[config.mk]
export PLATFORM = sky130hd
export DESIGN_NAME = csr_trap_ctrl_flat
export DESIGN_NICKNAME = d
export VERILOG_FILES = /design/src/rtl/csr_trap_ctrl_pkg.sv /design/src/rtl/csr_trap_ctrl_if.sv /design/src/rtl/csr_trap_ctrl.sv /design/src/flat_wrapper.sv
export SDC_FILE = /design/constraint.sdc
export NUM_CORES = 1
export LEC_CHECK = 0
export ABC_AREA = 1
export BUFFER_PORTS_ARGS = -buffer_cell sky130_fd_sc_hd__buf_2
export CAP_MARGIN = 20
export CELL_PAD_IN_SITES_DETAIL_PLACEMENT = 0
export CELL_PAD_IN_SITES_GLOBAL_PLACEMENT = 1
export CORE_AREA = 8 8 132 164
export CTS_CLUSTER_DIAMETER = 40
export CTS_CLUSTER_SIZE = 25
export DETAILED_ROUTE_END_ITERATION = 8
export DIE_AREA = 0 0 140 172
export PLACE_DENSITY = 0.83
export RECOVER_POWER = 25
export SETUP_SLACK_MARGIN = 0.5
export SLEW_MARGIN = 25
export SYNTH_ARGS = -nofsm -noshare
export SYNTH_HDL_FRONTEND = slang
export SYNTH_SLANG_ARGS = --single-unit
[constraint.sdc]
create_clock -name clk_i -period 3.14 [get_ports clk_i]
set_input_delay 0.785 -clock clk_i [delete_from_list [all_inputs] [get_ports clk_i]]
set_output_delay 0.785 -clock clk_i [all_outputs]
set_load 0.03 [all_outputs]
[src/rtl/csr_trap_ctrl_pkg.sv]
// Shared constants and types for the machine-mode CSR file and trap controller.
// CSR addresses, operation encoding, trap causes and implemented-bit masks.
package csr_trap_ctrl_pkg;

   localparam logic [11:0] CSR_MSTATUS = 12'h300;
   localparam logic [11:0] CSR_MIE     = 12'h304;
   localparam logic [11:0] CSR_MTVEC   = 12'h305;
   localparam logic [11:0] CSR_MEPC    = 12'h341;
   localparam logic [11:0] CSR_MCAUSE  = 12'h342;
   localparam logic [11:0] CSR_MIP     = 12'h344;

   typedef enum logic [1:0] {
      CSR_NONE  = 2'b00,
      CSR_WRITE = 2'b01,
      CSR_SET   = 2'b10,
      CSR_CLEAR = 2'b11
   } csr_op_e;

   typedef enum logic [0:0] {
      RUN      = 1'b0,
      REDIRECT = 1'b1
   } trap_state_e;

   localparam logic [31:0] MCAUSE_MTI = 32'h8000_0007;
   localparam logic [31:0] MCAUSE_MEI = 32'h8000_000B;

   localparam int MSTATUS_MIE_BIT  = 3;
   localparam int MSTATUS_MPIE_BIT = 7;
   localparam int MIP_MTIP_BIT     = 7;
   localparam int MIP_MEIP_BIT     = 11;

   localparam logic [31:0] MSTATUS_MASK = 32'h0000_0088;
   localparam logic [31:0] MIE_MASK     = 32'h0000_0880;

endpackage

[src/rtl/csr_trap_ctrl_if.sv]
// MW-stage CSR/mret bus between the pipeline (master) and the CSR/trap unit (slave).
// No handshake: every field is qualified by valid_m & ~stall_mw in the same cycle.
interface csr_trap_ctrl_if #(
   parameter int XLEN = 32
);
   logic            valid_m;
   logic            stall_mw;
   logic [XLEN-1:0] pc_m;
   logic [11:0]     csr_addr_m;
   logic [1:0]      csr_op_m;
   logic [XLEN-1:0] csr_wdata_m;
   logic            is_mret_m;
   logic [XLEN-1:0] csr_rdata_m;

   modport master (
      output valid_m, stall_mw, pc_m, csr_addr_m, csr_op_m, csr_wdata_m, is_mret_m,
      input  csr_rdata_m
   );

   modport slave (
      input  valid_m, stall_mw, pc_m, csr_addr_m, csr_op_m, csr_wdata_m, is_mret_m,
      output csr_rdata_m
   );
endinterface

[src/rtl/csr_trap_ctrl.sv]
// Machine-mode CSR file and trap controller in the MW stage of the RV32I pipeline.
// Decides interrupt take / mret, drives the redirect, and applies CSR read-modify-writes.
module csr_trap_ctrl
   import csr_trap_ctrl_pkg::*;
#(
   parameter int              XLEN        = 32,
   parameter logic [XLEN-1:0] MTVEC_RESET = '0
) (
   input  logic              clk_i,
   input  logic              rst_i,
   csr_trap_ctrl_if.slave    mw,
   input  logic              timer_irq_i,
   input  logic              ext_irq_i,
   output logic              redirect_o,
   output logic [XLEN-1:0]   redirect_pc_o,
   output logic [0:0]        state_dbg_o
);

   localparam logic [0:0] ST_RUN      = RUN;
   localparam logic [0:0] ST_REDIRECT = REDIRECT;

   logic [0:0]      state_q, state_d;
   logic [XLEN-1:0] mstatus_q, mstatus_d;
   logic [XLEN-1:0] mie_q, mie_d;
   logic [XLEN-1:0] mtvec_q, mtvec_d;
   logic [XLEN-1:0] mepc_q, mepc_d;
   logic [XLEN-1:0] mcause_q, mcause_d;
   logic [XLEN-1:0] mip_q, mip_d;

   logic            retire, irq_pend, take_irq, do_mret, csr_we, op_is_rs;
   logic [XLEN-1:0] irq_bits, rdata, wval, cause_val, tvec_base, trap_pc;
   csr_op_e         op;

   assign op = csr_op_e'(mw.csr_op_m);

   always_comb begin
      rdata = '0;
      case (mw.csr_addr_m)
         CSR_MSTATUS: rdata = mstatus_q;
         CSR_MIE:     rdata = mie_q;
         CSR_MTVEC:   rdata = mtvec_q;
         CSR_MEPC:    rdata = mepc_q;
         CSR_MCAUSE:  rdata = mcause_q;
         CSR_MIP:     rdata = mip_q;
         default:     rdata = '0;
      endcase
   end

   assign mw.csr_rdata_m = rdata;

   // Reset is folded in so no redirect escapes during a reset cycle.
   assign retire   = mw.valid_m & ~mw.stall_mw & (state_q == ST_RUN) & ~rst_i;
   assign irq_bits = mip_q & mie_q;
   assign irq_pend = mstatus_q[MSTATUS_MIE_BIT] & (|irq_bits);
   assign take_irq = retire & irq_pend;
   assign do_mret  = retire & ~irq_pend & mw.is_mret_m;
   assign op_is_rs = (op == CSR_SET) || (op == CSR_CLEAR);
   assign csr_we   = retire & ~irq_pend & ~mw.is_mret_m & (op != CSR_NONE)
                     & ~(op_is_rs & (mw.csr_wdata_m == '0));

   always_comb begin
      wval = rdata;
      case (op)
         CSR_WRITE: wval = mw.csr_wdata_m;
         CSR_SET:   wval = rdata | mw.csr_wdata_m;
         CSR_CLEAR: wval = rdata & ~mw.csr_wdata_m;
         default:   wval = rdata;
      endcase
   end

   assign cause_val = irq_bits[MIP_MEIP_BIT] ? XLEN'(MCAUSE_MEI) : XLEN'(MCAUSE_MTI);
   assign tvec_base = {mtvec_q[XLEN-1:2], 2'b00};
   assign trap_pc   = mtvec_q[0] ? tvec_base + XLEN'({cause_val[3:0], 2'b00}) : tvec_base;

   assign redirect_o    = take_irq | do_mret;
   assign redirect_pc_o = take_irq ? trap_pc : (do_mret ? mepc_q : '0);
   assign state_dbg_o   = state_q;

   always_comb begin
      state_d   = (state_q == ST_REDIRECT) ? ST_RUN : state_q;
      mstatus_d = mstatus_q;
      mie_d     = mie_q;
      mtvec_d   = mtvec_q;
      mepc_d    = mepc_q;
      mcause_d  = mcause_q;
      mip_d     = '0;
      mip_d[MIP_MTIP_BIT] = timer_irq_i;
      mip_d[MIP_MEIP_BIT] = ext_irq_i;
      if (take_irq) begin
         // The MW instruction is abandoned; mepc points at it so mret re-executes it.
         mepc_d    = mw.pc_m & ~XLEN'(3);
         mcause_d  = cause_val;
         mstatus_d = '0;
         mstatus_d[MSTATUS_MPIE_BIT] = mstatus_q[MSTATUS_MIE_BIT];
         state_d   = ST_REDIRECT;
      end else if (do_mret) begin
         mstatus_d = '0;
         mstatus_d[MSTATUS_MIE_BIT]  = mstatus_q[MSTATUS_MPIE_BIT];
         mstatus_d[MSTATUS_MPIE_BIT] = 1'b1;
         state_d   = ST_REDIRECT;
      end else if (csr_we) begin
         case (mw.csr_addr_m)
            CSR_MSTATUS: mstatus_d = wval & XLEN'(MSTATUS_MASK);
            CSR_MIE:     mie_d     = wval & XLEN'(MIE_MASK);
            CSR_MTVEC:   mtvec_d   = wval & ~XLEN'(2);
            CSR_MEPC:    mepc_d    = wval & ~XLEN'(3);
            CSR_MCAUSE:  mcause_d  = wval;
            default:     ;
         endcase
      end
   end

   always_ff @(posedge clk_i) begin
      if (rst_i) begin
         state_q   <= ST_RUN;
         mstatus_q <= '0;
         mie_q     <= '0;
         mtvec_q   <= MTVEC_RESET;
         mepc_q    <= '0;
         mcause_q  <= '0;
         mip_q     <= '0;
      end else begin
         state_q   <= state_d;
         mstatus_q <= mstatus_d;
         mie_q     <= mie_d;
         mtvec_q   <= mtvec_d;
         mepc_q    <= mepc_d;
         mcause_q  <= mcause_d;
         mip_q     <= mip_d;
      end
   end

endmodule

[src/flat_wrapper.sv]
// flat-port wrapper written by rule: the top's interface ports become plain ports
module csr_trap_ctrl_flat import csr_trap_ctrl_pkg::*;
#(
   parameter int              XLEN        = 32,
   parameter logic [XLEN-1:0] MTVEC_RESET = '0
)
  (clk_i, rst_i, timer_irq_i, ext_irq_i, redirect_o, redirect_pc_o, state_dbg_o, mw_valid_m, mw_stall_mw, mw_pc_m, mw_csr_addr_m, mw_csr_op_m, mw_csr_wdata_m, mw_is_mret_m, mw_csr_rdata_m);
  csr_trap_ctrl_if #(.XLEN(XLEN)) mw_i ();
  input  logic clk_i;
  input  logic rst_i;
  input  logic timer_irq_i;
  input  logic ext_irq_i;
  output logic redirect_o;
  output logic [XLEN-1:0] redirect_pc_o;
  output logic [0:0] state_dbg_o;
  input wire logic [$bits(mw_i.valid_m)-1:0] mw_valid_m;
  input wire logic [$bits(mw_i.stall_mw)-1:0] mw_stall_mw;
  input wire logic [$bits(mw_i.pc_m)-1:0] mw_pc_m;
  input wire logic [$bits(mw_i.csr_addr_m)-1:0] mw_csr_addr_m;
  input wire logic [$bits(mw_i.csr_op_m)-1:0] mw_csr_op_m;
  input wire logic [$bits(mw_i.csr_wdata_m)-1:0] mw_csr_wdata_m;
  input wire logic [$bits(mw_i.is_mret_m)-1:0] mw_is_mret_m;
  output wire logic [$bits(mw_i.csr_rdata_m)-1:0] mw_csr_rdata_m;
  assign mw_i.valid_m = mw_valid_m;
  assign mw_i.stall_mw = mw_stall_mw;
  assign mw_i.pc_m = mw_pc_m;
  assign mw_i.csr_addr_m = mw_csr_addr_m;
  assign mw_i.csr_op_m = mw_csr_op_m;
  assign mw_i.csr_wdata_m = mw_csr_wdata_m;
  assign mw_i.is_mret_m = mw_is_mret_m;
  assign mw_csr_rdata_m = mw_i.csr_rdata_m;
  csr_trap_ctrl #(.XLEN(XLEN), .MTVEC_RESET(MTVEC_RESET)) u_core (.clk_i(clk_i), .rst_i(rst_i), .mw(mw_i), .timer_irq_i(timer_irq_i), .ext_irq_i(ext_irq_i), .redirect_o(redirect_o), .redirect_pc_o(redirect_pc_o), .state_dbg_o(state_dbg_o));
endmodule
Yosys cells after proc, flatten, opt, wreduce, memory -nomap -nowiden:

Index checks and enable logic that the tools add are counted.

* add/subtract/negate cells: 1
* eq/ne operators: 10
* muxes and demuxes: 20
* bitwise logic cells: 24
* reductions and logical operators: 18

Operator list (count)
* $mux 32: 11
* $pmux 32 s6: 1
* $pmux 32 s3: 1
* $eq 12x10->1 const B: 6
* $add 32x6->32: 1
* $and 32x12->32: 1
* $and 32x32->32: 1
* $logic_not 32->1: 1
* $mux 8: 4
* $not 32->32: 1
* $or 32x32->32: 1
* $reduce_or 32->1: 1
* $reduce_bool 2->1: 6
* $and 1x1->1: 11
* $not 1->1: 8
* $reduce_and 4->1: 2
* $reduce_and 3->1: 2
* $reduce_bool 3->1: 2
* $eq 2x2->1 const B: 2
* $mux 4: 1
* $reduce_and 2->1: 2
* $eq 2x1->1 const B: 1
* $mux 1: 2
* $ne 2x1->1 const B: 1
* other kinds (3): 3

* register bits: 130
* input port bits: 85
* word-level logic and storage cells: 82

Depth between registers and ports, before layout:

Gate-level depths: netlist of run 1.

* depth in word-level cells: 11
* depth in mapped cells: 15

Worst setup path before layout of run 1:

OpenSTA, ideal clock, no wires.

* path type: input to output
* start: input rst_i
* end: output redirect_pc_o[15]
* data arrival time: 2.538 ns
* data required time: 2.355 ns
* path slack: -0.183 ns
* cell stages on the path: 9
* path buffers: 2
* cell sequence: buf_6 > clkinv_4 > nand2_2 > nor3_2 > nand2_1 > nor2_1 > inv_2 > clkbuf_1 > o21ai_0

* longest elaborated chain between the ends: 6
* elaborated cells between the ends (all ways): 7

RTL lines
* from (decl): RTL line flat_wrapper.sv:10 `input logic rst_i;`
* $not 1->1 *: RTL line csr_trap_ctrl.sv:52 `assign retire = mw.valid_m & ~mw.stall_mw & (state_q == ST_RUN) & ~rst_i;`
* $and 1x1->1 *: RTL line csr_trap_ctrl.sv:52
* $and 1x1->1 (2 in a row): RTL line csr_trap_ctrl.sv:56 `assign do_mret = retire & ~irq_pend & mw.is_mret_m;`
* $mux 32: RTL line csr_trap_ctrl.sv:76 `assign redirect_pc_o = take_irq ? trap_pc : (do_mret ? mepc_q : '0);`
* $mux 32 *: RTL line csr_trap_ctrl.sv:76
* to (decl): RTL line flat_wrapper.sv:14 `output logic [XLEN-1:0] redirect_pc_o;`

Mark *: on every way between the ends. The rest lies on a longest branch, timed or not.

Worst setup path after layout of run 1:

* start: register u_core.mie_q[11]
* end: output redirect_pc_o[16]

* longest elaborated chain between the ends: 8
* elaborated cells between the ends (all ways): 12

RTL lines
* from (decl): RTL line csr_trap_ctrl.sv:24 `logic [XLEN-1:0] mie_q, mie_d;`
* from (signal assigned): RTL line csr_trap_ctrl.sv:125 `mie_q <= mie_d;`
* $and 32x12->32 *: RTL line csr_trap_ctrl.sv:53 `assign irq_bits = mip_q & mie_q;`
* parallel branches: the longest is 6 deep, another holds $add 32x6->32
* $mux 32 *: RTL line csr_trap_ctrl.sv:76

Every way passes the cells marked *.

==> results of run 1 <==
[synthesized netlist by cell type (2+ instances only)]
library cell	instances
sky130_fd_sc_hd__nor3_4	2
sky130_fd_sc_hd__a21oi_1	77
sky130_fd_sc_hd__inv_2	4
sky130_fd_sc_hd__o211ai_1	7
sky130_fd_sc_hd__nor3_2	3
sky130_fd_sc_hd__inv_1	105
sky130_fd_sc_hd__nand2_2	4
sky130_fd_sc_hd__ha_1	3
sky130_fd_sc_hd__nor2_2	2
sky130_fd_sc_hd__o22ai_1	10
sky130_fd_sc_hd__buf_4	7
sky130_fd_sc_hd__nand3_1	110
sky130_fd_sc_hd__nand2_4	2
sky130_fd_sc_hd__o21ai_0	141
sky130_fd_sc_hd__nand2_1	298
sky130_fd_sc_hd__nand4_1	12
sky130_fd_sc_hd__nor2_1	130
sky130_fd_sc_hd__o221ai_1	23
sky130_fd_sc_hd__o21ai_1	28
sky130_fd_sc_hd__nor3_1	11
sky130_fd_sc_hd__buf_6	9
sky130_fd_sc_hd__buf_1	2
sky130_fd_sc_hd__xor2_1	5
sky130_fd_sc_hd__buf_2	20
sky130_fd_sc_hd__nor2_4	3
sky130_fd_sc_hd__clkbuf_1	30
sky130_fd_sc_hd__a31oi_1	27
sky130_fd_sc_hd__dfxtp_1	100
[cell families (layout without fill, tap and decap cells)]
logic type,count (synthesis),after routing
flops,100,100
buf+inv,180,394
simple gates,581,581
other cells,1,2
fa+ha+maj,3,3
xor+xnor,5,5
compound gates,315,315
[sequential cells by signal, indices dropped and copies added, names as in the netlist]
register and cells:
u_core.mcause_q 32, u_core.mtvec_q 31, u_core.mepc_q 30, u_core.mie_q 2, u_core.mip_q 2, u_core.mstatus_q 2
u_core.state_dbg_o 1
[how the worst max path moves through the flow]
stage / from / end / slack, ns / cells after the start
after floorplan: mw_csr_addr_m[5] / mw_csr_rdata_m[12] / 0.31 / 6
after global placement: u_core.mip_q[11] / redirect_pc_o[28] / 0.05 / 14
after detailed placement: u_core.mie_q[11] / redirect_pc_o[20] / 0.01 / 13
after CTS: u_core.mie_q[11] / redirect_pc_o[22] / -0.09 / 16
after global routing: u_core.mie_q[11] / redirect_pc_o[16] / -0.25 / 15
final: u_core.mie_q[11] / redirect_pc_o[16] / -0.13 / 15
[metal layers]
metal  part of all wire  GRT usage  wire, um
met1               0.40      0.327     13300
met2               0.48      0.458     16300
met3              0.076     0.0481      2560
met4              0.044      0.137      1490
met5                  0          0         0
[critical path, delay by kind of cell, from the launching register on]
family	cells	cell delay, ns
adder cells (fa/ha/maj)	1	0.27
flip-flops	1	0.36
AND/OR/NAND/NOR	8	0.85
AO/OA/AOI/OAI	2	0.22
buffers and inverters	4	0.43
[report_power, final]
part	internal, uW	switching (uW)	total [uW]	leakage [uW]
Sequential	1270	2.72	1270	0.000808
Combinational	98.9	192	291	0.00376
Clock	580	524	1100	0.000129
Total	1950	720	2670	0.00470
[timing repair]
item | CTS | global route
hold buffers | 0 | 0
pin swaps | 49 | 45
gates resized for setup | 289 | 61
gates cloned | 12 | 0
setup endpoints to repair | 63 | 83
endpoints found under the hold margin | 0 | 0
buffers inserted | 37 | 12
[placed cells by master (no fill, tap or decap), types with 29 or more instances in the layout]
| cell | count |
|---|---|
| sky130_fd_sc_hd__nand2_1 | 256 |
| sky130_fd_sc_hd__nor2_1 | 118 |
| sky130_fd_sc_hd__o21ai_0 | 110 |
| sky130_fd_sc_hd__dfxtp_1 | 96 |
| sky130_fd_sc_hd__inv_1 | 93 |
| sky130_fd_sc_hd__nand3_1 | 89 |
| sky130_fd_sc_hd__buf_6 | 86 |
| sky130_fd_sc_hd__buf_2 | 77 |
| sky130_fd_sc_hd__a21oi_1 | 70 |
| sky130_fd_sc_hd__buf_4 | 68 |
| sky130_fd_sc_hd__nand2_2 | 31 |
| sky130_fd_sc_hd__o21ai_1 | 29 |
[through the flow]
stage,setup WS [ns],utilization,instance area (sq um)
5_1_grt,-0.246,0.590,11300
2_1_floorplan,0.307,-,8120
6_report,-0.128,0.590,11300
3_3_place_gp,0.0545,0.479,9160
3_5_place_dp,0.0139,0.479,9160
4_1_cts,-0.0928,0.577,11000
[area by class of cell]
| type | count | area (sq um) |
|---|---|---|
| clock inverter | 1 | 7.51 |
| timing repair inverter | 2 | 60.1 |
| inverter | 111 | 480 |
| fill | 1819 | 7830 |
| tap | 236 | 295 |
| multi-input combinational | 906 | 5640 |
| clock buffer | 14 | 264 |
| timing repair buffer | 266 | 2530 |
| sequential | 100 | 2010 |
==> summary.txt, run 1 <==
Status
  • Outcome: complete, but fails checks
  • Violations in the final reports: negative setup slack

Worst setup path
  • CP required: 2.35 ns
  • Depth of the worst register-to-register path: 15
  • Worst flop-to-flop path startpoint: u_core.mip_q[11]
  • Reg-to-Reg End: u_core.mcause_q[8]
  • Critical-path cell list: nand2_4 > inv_4 > ha_4 > nand2_1 > nor2_1 > nor2_1 > nor2_1 > inv_2 > nor2_4 > buf_6 > nand3_4 > o21ai_1 > nand3_1 > o21ai_4 > buf_6
  • Worst endpoint data arrival time: 2.48 ns
  • Register-to-register path setup slack: ~0.1 ns
  • Highest-delay cell along the critical path: sky130_fd_sc_hd__dfxtp_4
  • Highest cell delay on the worst timing path: roughly 0.36 ns
  • Startpoint-to-endpoint class of the critical path: flip-flop to output pin
  • Category of the worst setup path capture point: output pin
  • Library cell appearing most often on the critical path: sky130_fd_sc_hd__nor2_1
  • Startpoint types: flip-flop
  • Max Fanout on Critical Path: 4

Detailed routing
  • Number of design rule violations left after detail routing: 0
  • Detailed-route wire length: approximately 34,000 um
  • Final routed wire length divided by cell count: between 20 and 25 um
  • Avg Vias per Cell: approximately 5.6
  • 1st-iter DRT viols: 937
  • Residual antenna-violating net count after detailed routing: 0
  • Count of vias placed by the detailed router: 9,180
  • First-pass detailed-route iteration total: 5

Synthesis
  • Number of warnings issued by yosys: 0
  • Number of synthesized flops with an enable pin: 0
  • Share of async-settable or async-resettable flops after synthesis: 0
  • Cell area after technology mapping: between 0.007 and 0.008 sq mm
  • Synth Area in XOR/XNOR: 0.00617
  • Portion of synthesized cell area occupied by the leading cell type: 0.282
  • Post-synth cell types: 38
  • Prevailing post-synth register cell: sky130_fd_sc_hd__dfxtp_1
  • Synth Area in Simple Gates: 0.349
  • Yosys reg bits: 100
  • Post-Synthesis Cells: 1,185
  • Cell type with the largest total area after synthesis: sky130_fd_sc_hd__dfxtp_1
  • Dominant combinational cell family by area after synthesis: simple AND/OR/NAND/NOR gates
  • Synthesized-area fraction occupied by ao, oa, aoi and oai cells: 0.244
  • Mux contribution to synthesized area: 0
  • Avg Cell Area, Syn: 5.99 sq um
  • Post-synthesis adder-cell area fraction: 0.00529
  • Portion of the post-synthesis area used by sequential elements: 0.282
  • Leading cell types by total area after synthesis: sky130_fd_sc_hd__dfxtp_1 28%, sky130_fd_sc_hd__nand2_1 16%, sky130_fd_sc_hd__o21ai_0 9.9%

Hold path
  • Worst Hold Endpoint: u_core.mcause_q[3]
  • Hold Crit Start: u_core.mcause_q[3]
  • Type of the most critical hold path: flip-flop to flip-flop
  • Hold Path Cell Cnt: 2

Power
  • Max IR drop VDD: 0.276 mV
  • Total design power: 2670 uW
  • Static Leak: ~0.0047 uW
  • Power density over the cells: 236 mW/mm^2

Clocking
  • Clock tree from TritonCTS: done
  • Clock tree sinks: 100
  • CTS clock-pin slew for the worst setup and hold paths: 0.07 ns
  • Root buffer cell: sky130_fd_sc_hd__clkbuf_16
  • Maximum level of the CTS H-tree: 3
  • Maximum clock path buffer count: 2
  • Clock Latency Late Sink: 0.36 ns
  • Total CTS buffers: 9

GRT
  • Antenna violations before repair: 0
  • Total gr overflow: 0
  • Global-route total usage across every layer: 0.271
  • Vias in the first global route: 8,733
  • Largest net degree at the start of global routing: 91
  • First-pass GRT wire length: 50,200 um

Die
  • Die area: 0.0241 sq mm
  • Count of boundary I/O pins: approximately 150
  • Number of placement rows: 57
  • Starting density of the core: 0.371
  • Placeable Area: between 0.015 and 0.02 sq mm
  • Die width: around 140 um
  • Die H: 172 um

Timing
  • Setup violations, final: 14
  • Worst hold slack across all endpoints: 0.492 ns
  • Crit share post-route: 1.04
  • Final Slew Violations: 0
  • Rel. slew slack: 0.369
  • Clock skew after layout: 0.00704 ns
  • Unrepaired setup endpoints after global routing: true
  • Worst-margin pin slew: about 0.95 ns
  • Number of failing hold endpoints at the final stage: 0
  • Minimum setup slack in the final design: -0.128 ns
  • Setup_tns: -1.06 ns
  • Period minus WS final: 3.27 ns
  • F_max: between 300 and 400 MHz

Run
  • Maximum capacitance violations: 0

Place
  • Placed cell count: around 1,600
  • Dpl hpwl: between 20,000 and 25,000 um
  • Number of buffer cells added on primary ports: 146
  • Routability Congestion: 0.922

Finish
  • Total number of nets in the final design: 1,484
  • Ratio of cells with drive above 1 in the final layout: 0.335
  • Number of antenna diodes: 0
  • Post-route non-filler standard cell count: 1,636
  • Layout area overhead: 59.1%
No activity file was read; power rests on OpenSTA's default activity.
==> run 2: changes to the inputs <==
--- a/config.mk
+++ b/config.mk
@@ -18,6 +18,8 @@
 export PLACE_DENSITY = 0.83
 export RECOVER_POWER = 25
 export SETUP_SLACK_MARGIN = 0.5
+export SKIP_CTS_REPAIR_TIMING = 1
+export SKIP_LAST_GASP = 1
 export SLEW_MARGIN = 25
 export SYNTH_ARGS = -nofsm -noshare
 export SYNTH_HDL_FRONTEND = slang
==> run 2 against run 1 <==
Largest cell class unchanged. Clock skew up 0.0021 ns. Sequential power about the same. Core utilization down 3.5 points. The run still ends with negative setup slack left. Sequential cell count unchanged. Non-clock buffer count down 26. Die area unchanged. Combinational power down 5%. Count of clock-buffer cells in the layout unchanged. Critical path depth up 1. Global-route usage down 2.7 points. Setup slack worse by 0.056 ns.
==> summary.txt, run 2 (synthesis results as in run 1) <==
Timing
  • Number of failing hold endpoints at the final stage: 0
  • Minimum setup slack in the final design: -0.184 ns
  • F_max: 301 MHz
  • Rel. slew slack: 0.350
  • Clock skew after layout: 0.00911 ns
  • Crit share post-route: 1.06
  • Worst-margin pin slew: 0.975 ns
  • Setup violations, final: 14
  • Final Slew Violations: 0
  • Unrepaired setup endpoints after global routing: true
  • Period minus WS final: roughly 3.3 ns

Detailed routing
  • First-pass detailed-route iteration total: 5
  • Residual antenna-violating net count after detailed routing: 0
  • Final routed wire length divided by cell count: 19.8 um
  • Avg Vias per Cell: approximately 5.5
  • Number of design rule violations left after detail routing: 0
  • Count of vias placed by the detailed router: around 8,900
  • Detailed-route wire length: ~32,000 um
  • 1st-iter DRT viols: approximately 830

Die
  • Placeable Area: 0.0191 sq mm
  • Count of boundary I/O pins: approximately 150
  • Die H: 172 um
  • Starting density of the core: 0.371
  • Number of placement rows: 57
  • Die area: 0.0241 sq mm
  • Die width: roughly 140 um

Place
  • Routability Congestion: 0.922
  • Dpl hpwl: ~22,000 um
  • Number of buffer cells added on primary ports: 146
  • Placed cell count: 1,560
  • Worst Setup Slack post-DPL: roughly 0.014 ns
  • Standard cell area after detailed placement: 0.00916 sq mm

Power
  • Static Leak: 0.00437 uW
  • Power density over the cells: around 250 mW/mm^2
  • Total design power: 2650 uW
  • Switching power: 714 uW
  • Internal power summed over all cells: approximately 1900 uW
  • Net Sw Frac: 0.269
  • Portion of total power attributed to sequential cells: 0.480
  • Power share of the clock group: 0.417
  • Share of power burned in combinational logic: 0.104
  • Max IR drop VDD: 0.278 mV

Worst setup path
  • Startpoint-to-endpoint class of the critical path: flip-flop to output pin
  • Reg-to-Reg End: u_core.mcause_q[2]
  • Register-to-register path setup slack: roughly 0.84 ns
  • CP required: roughly 2.4 ns
  • Startpoint types: flip-flop
  • Depth of the worst register-to-register path: 12
  • Category of the worst setup path capture point: output pin
  • Max Fanout on Critical Path: 4
  • Worst endpoint data arrival time: 2.54 ns
  • Worst flop-to-flop path startpoint: u_core.mie_q[11]

Clocking
  • Clock tree from TritonCTS: done
  • Clock Latency Late Sink: ~0.36 ns
  • Root buffer cell: sky130_fd_sc_hd__clkbuf_16
  • Maximum level of the CTS H-tree: 3
  • CTS clock-pin slew for the worst setup and hold paths: 0.07 ns
  • Maximum clock path buffer count: 2
  • Clock tree sinks: 100
  • Total CTS buffers: 9

GRT
  • Total gr overflow: 0
  • First-pass GRT wire length: between 40,000 and 50,000 um
  • Largest net degree at the start of global routing: 91
  • Vias in the first global route: between 8,000 and 9,000
  • Global-route total usage across every layer: 0.244
  • Antenna violations before repair: 0

Finish
  • Most common cell after layout, fill and taps aside: sky130_fd_sc_hd__nand2_1
  • Number of antenna diodes: 0
  • Fill cell instance count of the final layout: ~1,900
  • Ratio of cells with drive above 1 in the final layout: 0.299
  • Layout area overhead: 49.7%
  • Multi-input gate area: about 0.0055 sq mm
  • FF/Latch Area: 0.00201 sq mm
  • Post-route standard cell area excluding fillers: 0.0106 sq mm
  • Number of flip-flops under the largest register name: 32
  • Total number of nets in the final design: 1,458
  • Largest registers: u_core.mcause_q (32), u_core.mtvec_q (31), u_core.mepc_q (30)
  • Largest register by flop count: u_core.mcause_q
  • Post-route non-filler standard cell count: 1,610
  • Highest-count cells in the layout ignoring fill and taps: 271 x sky130_fd_sc_hd__nand2_1, 120 x sky130_fd_sc_hd__nor2_1, 113 x sky130_fd_sc_hd__o21ai_0, 96 x sky130_fd_sc_hd__inv_1, 96 x sky130_fd_sc_hd__dfxtp_1

Hold path
  • Hold Path Cell Cnt: 2
  • Type of the most critical hold path: flip-flop to flip-flop
  • Worst Hold Endpoint: u_core.mcause_q[3]
  • Hold Crit Start: u_core.mcause_q[3]

Status
  • Outcome: complete, but fails checks
  • Violations in the final reports: negative setup slack

Run
  • Maximum capacitance violations: 0
[run 2: worst max path at each step]
stage | start | to | slack [ns] | cells past startpoint
after floorplan | mw_csr_addr_m[5] | mw_csr_rdata_m[12] | 0.31 | 6
after global placement | u_core.mip_q[11] | redirect_pc_o[28] | 0.05 | 14
after detailed placement | u_core.mie_q[11] | redirect_pc_o[20] | 0.01 | 13
after CTS | u_core.mip_q[11] | redirect_pc_o[20] | -0.38 | 13
after global routing | u_core.mie_q[11] | redirect_pc_o[22] | -0.28 | 16
final | u_core.mie_q[11] | redirect_pc_o[14] | -0.18 | 16
[run 2: critical path, stage by stage, from the launching register on]
cell,delay (ns)
sky130_fd_sc_hd__dfxtp_2,0.34
sky130_fd_sc_hd__nand2_4,0.11
sky130_fd_sc_hd__inv_4,0.05
sky130_fd_sc_hd__ha_4,0.27
sky130_fd_sc_hd__nand2_1,0.05
sky130_fd_sc_hd__nor2_1,0.11
sky130_fd_sc_hd__nor2_1,0.08
sky130_fd_sc_hd__nor2_1,0.18
sky130_fd_sc_hd__inv_2,0.08
sky130_fd_sc_hd__nor2_4,0.22
sky130_fd_sc_hd__buf_6,0.14
sky130_fd_sc_hd__buf_4,0.11
sky130_fd_sc_hd__nand2_1,0.05
sky130_fd_sc_hd__nand2_1,0.08
sky130_fd_sc_hd__nand3_2,0.08
sky130_fd_sc_hd__o21ai_4,0.08
sky130_fd_sc_hd__buf_6,0.15
[run 2: routing by layer]
metal  vias to the layer above  share of wire  global-route usage
li1                       4355              -                   -
met1                      4119           0.42               0.301
met2                       372           0.48               0.416
met3                        61          0.071              0.0425
met4                         0          0.032              0.0989
met5                         -              0                   0
[run 2: final cells by class]
type,count,share of cell area
multi-input combinational,906,0.516
timing repair buffer,240,0.196
sequential,100,0.189
inverter,111,0.0438
tap,236,0.0278
clock buffer,14,0.0249
timing repair inverter,2,0.00188
clock inverter,1,0.000707
[run 2: metrics by stage]
step / hold WS (ns) / util / TNS (ns)
floorplan: 0.442 / - / 0
global placement: 0.456 / 0.479 / 0
detailed placement: 0.458 / 0.479 / 0
CTS: 0.468 / 0.494 / -5.24
global route: 0.480 / 0.556 / -4.17
finish: 0.467 / 0.556 / -1.20
[run 2: power by group through the flow]
stage	clock, uW	combinational, uW	sequential (uW)
floorplan	0	139	1300
CTS	1110	262	1270
detailed placement	0	261	1300
finish	1110	275	1270
global placement	0	259	1300
global route	1160	294	1270
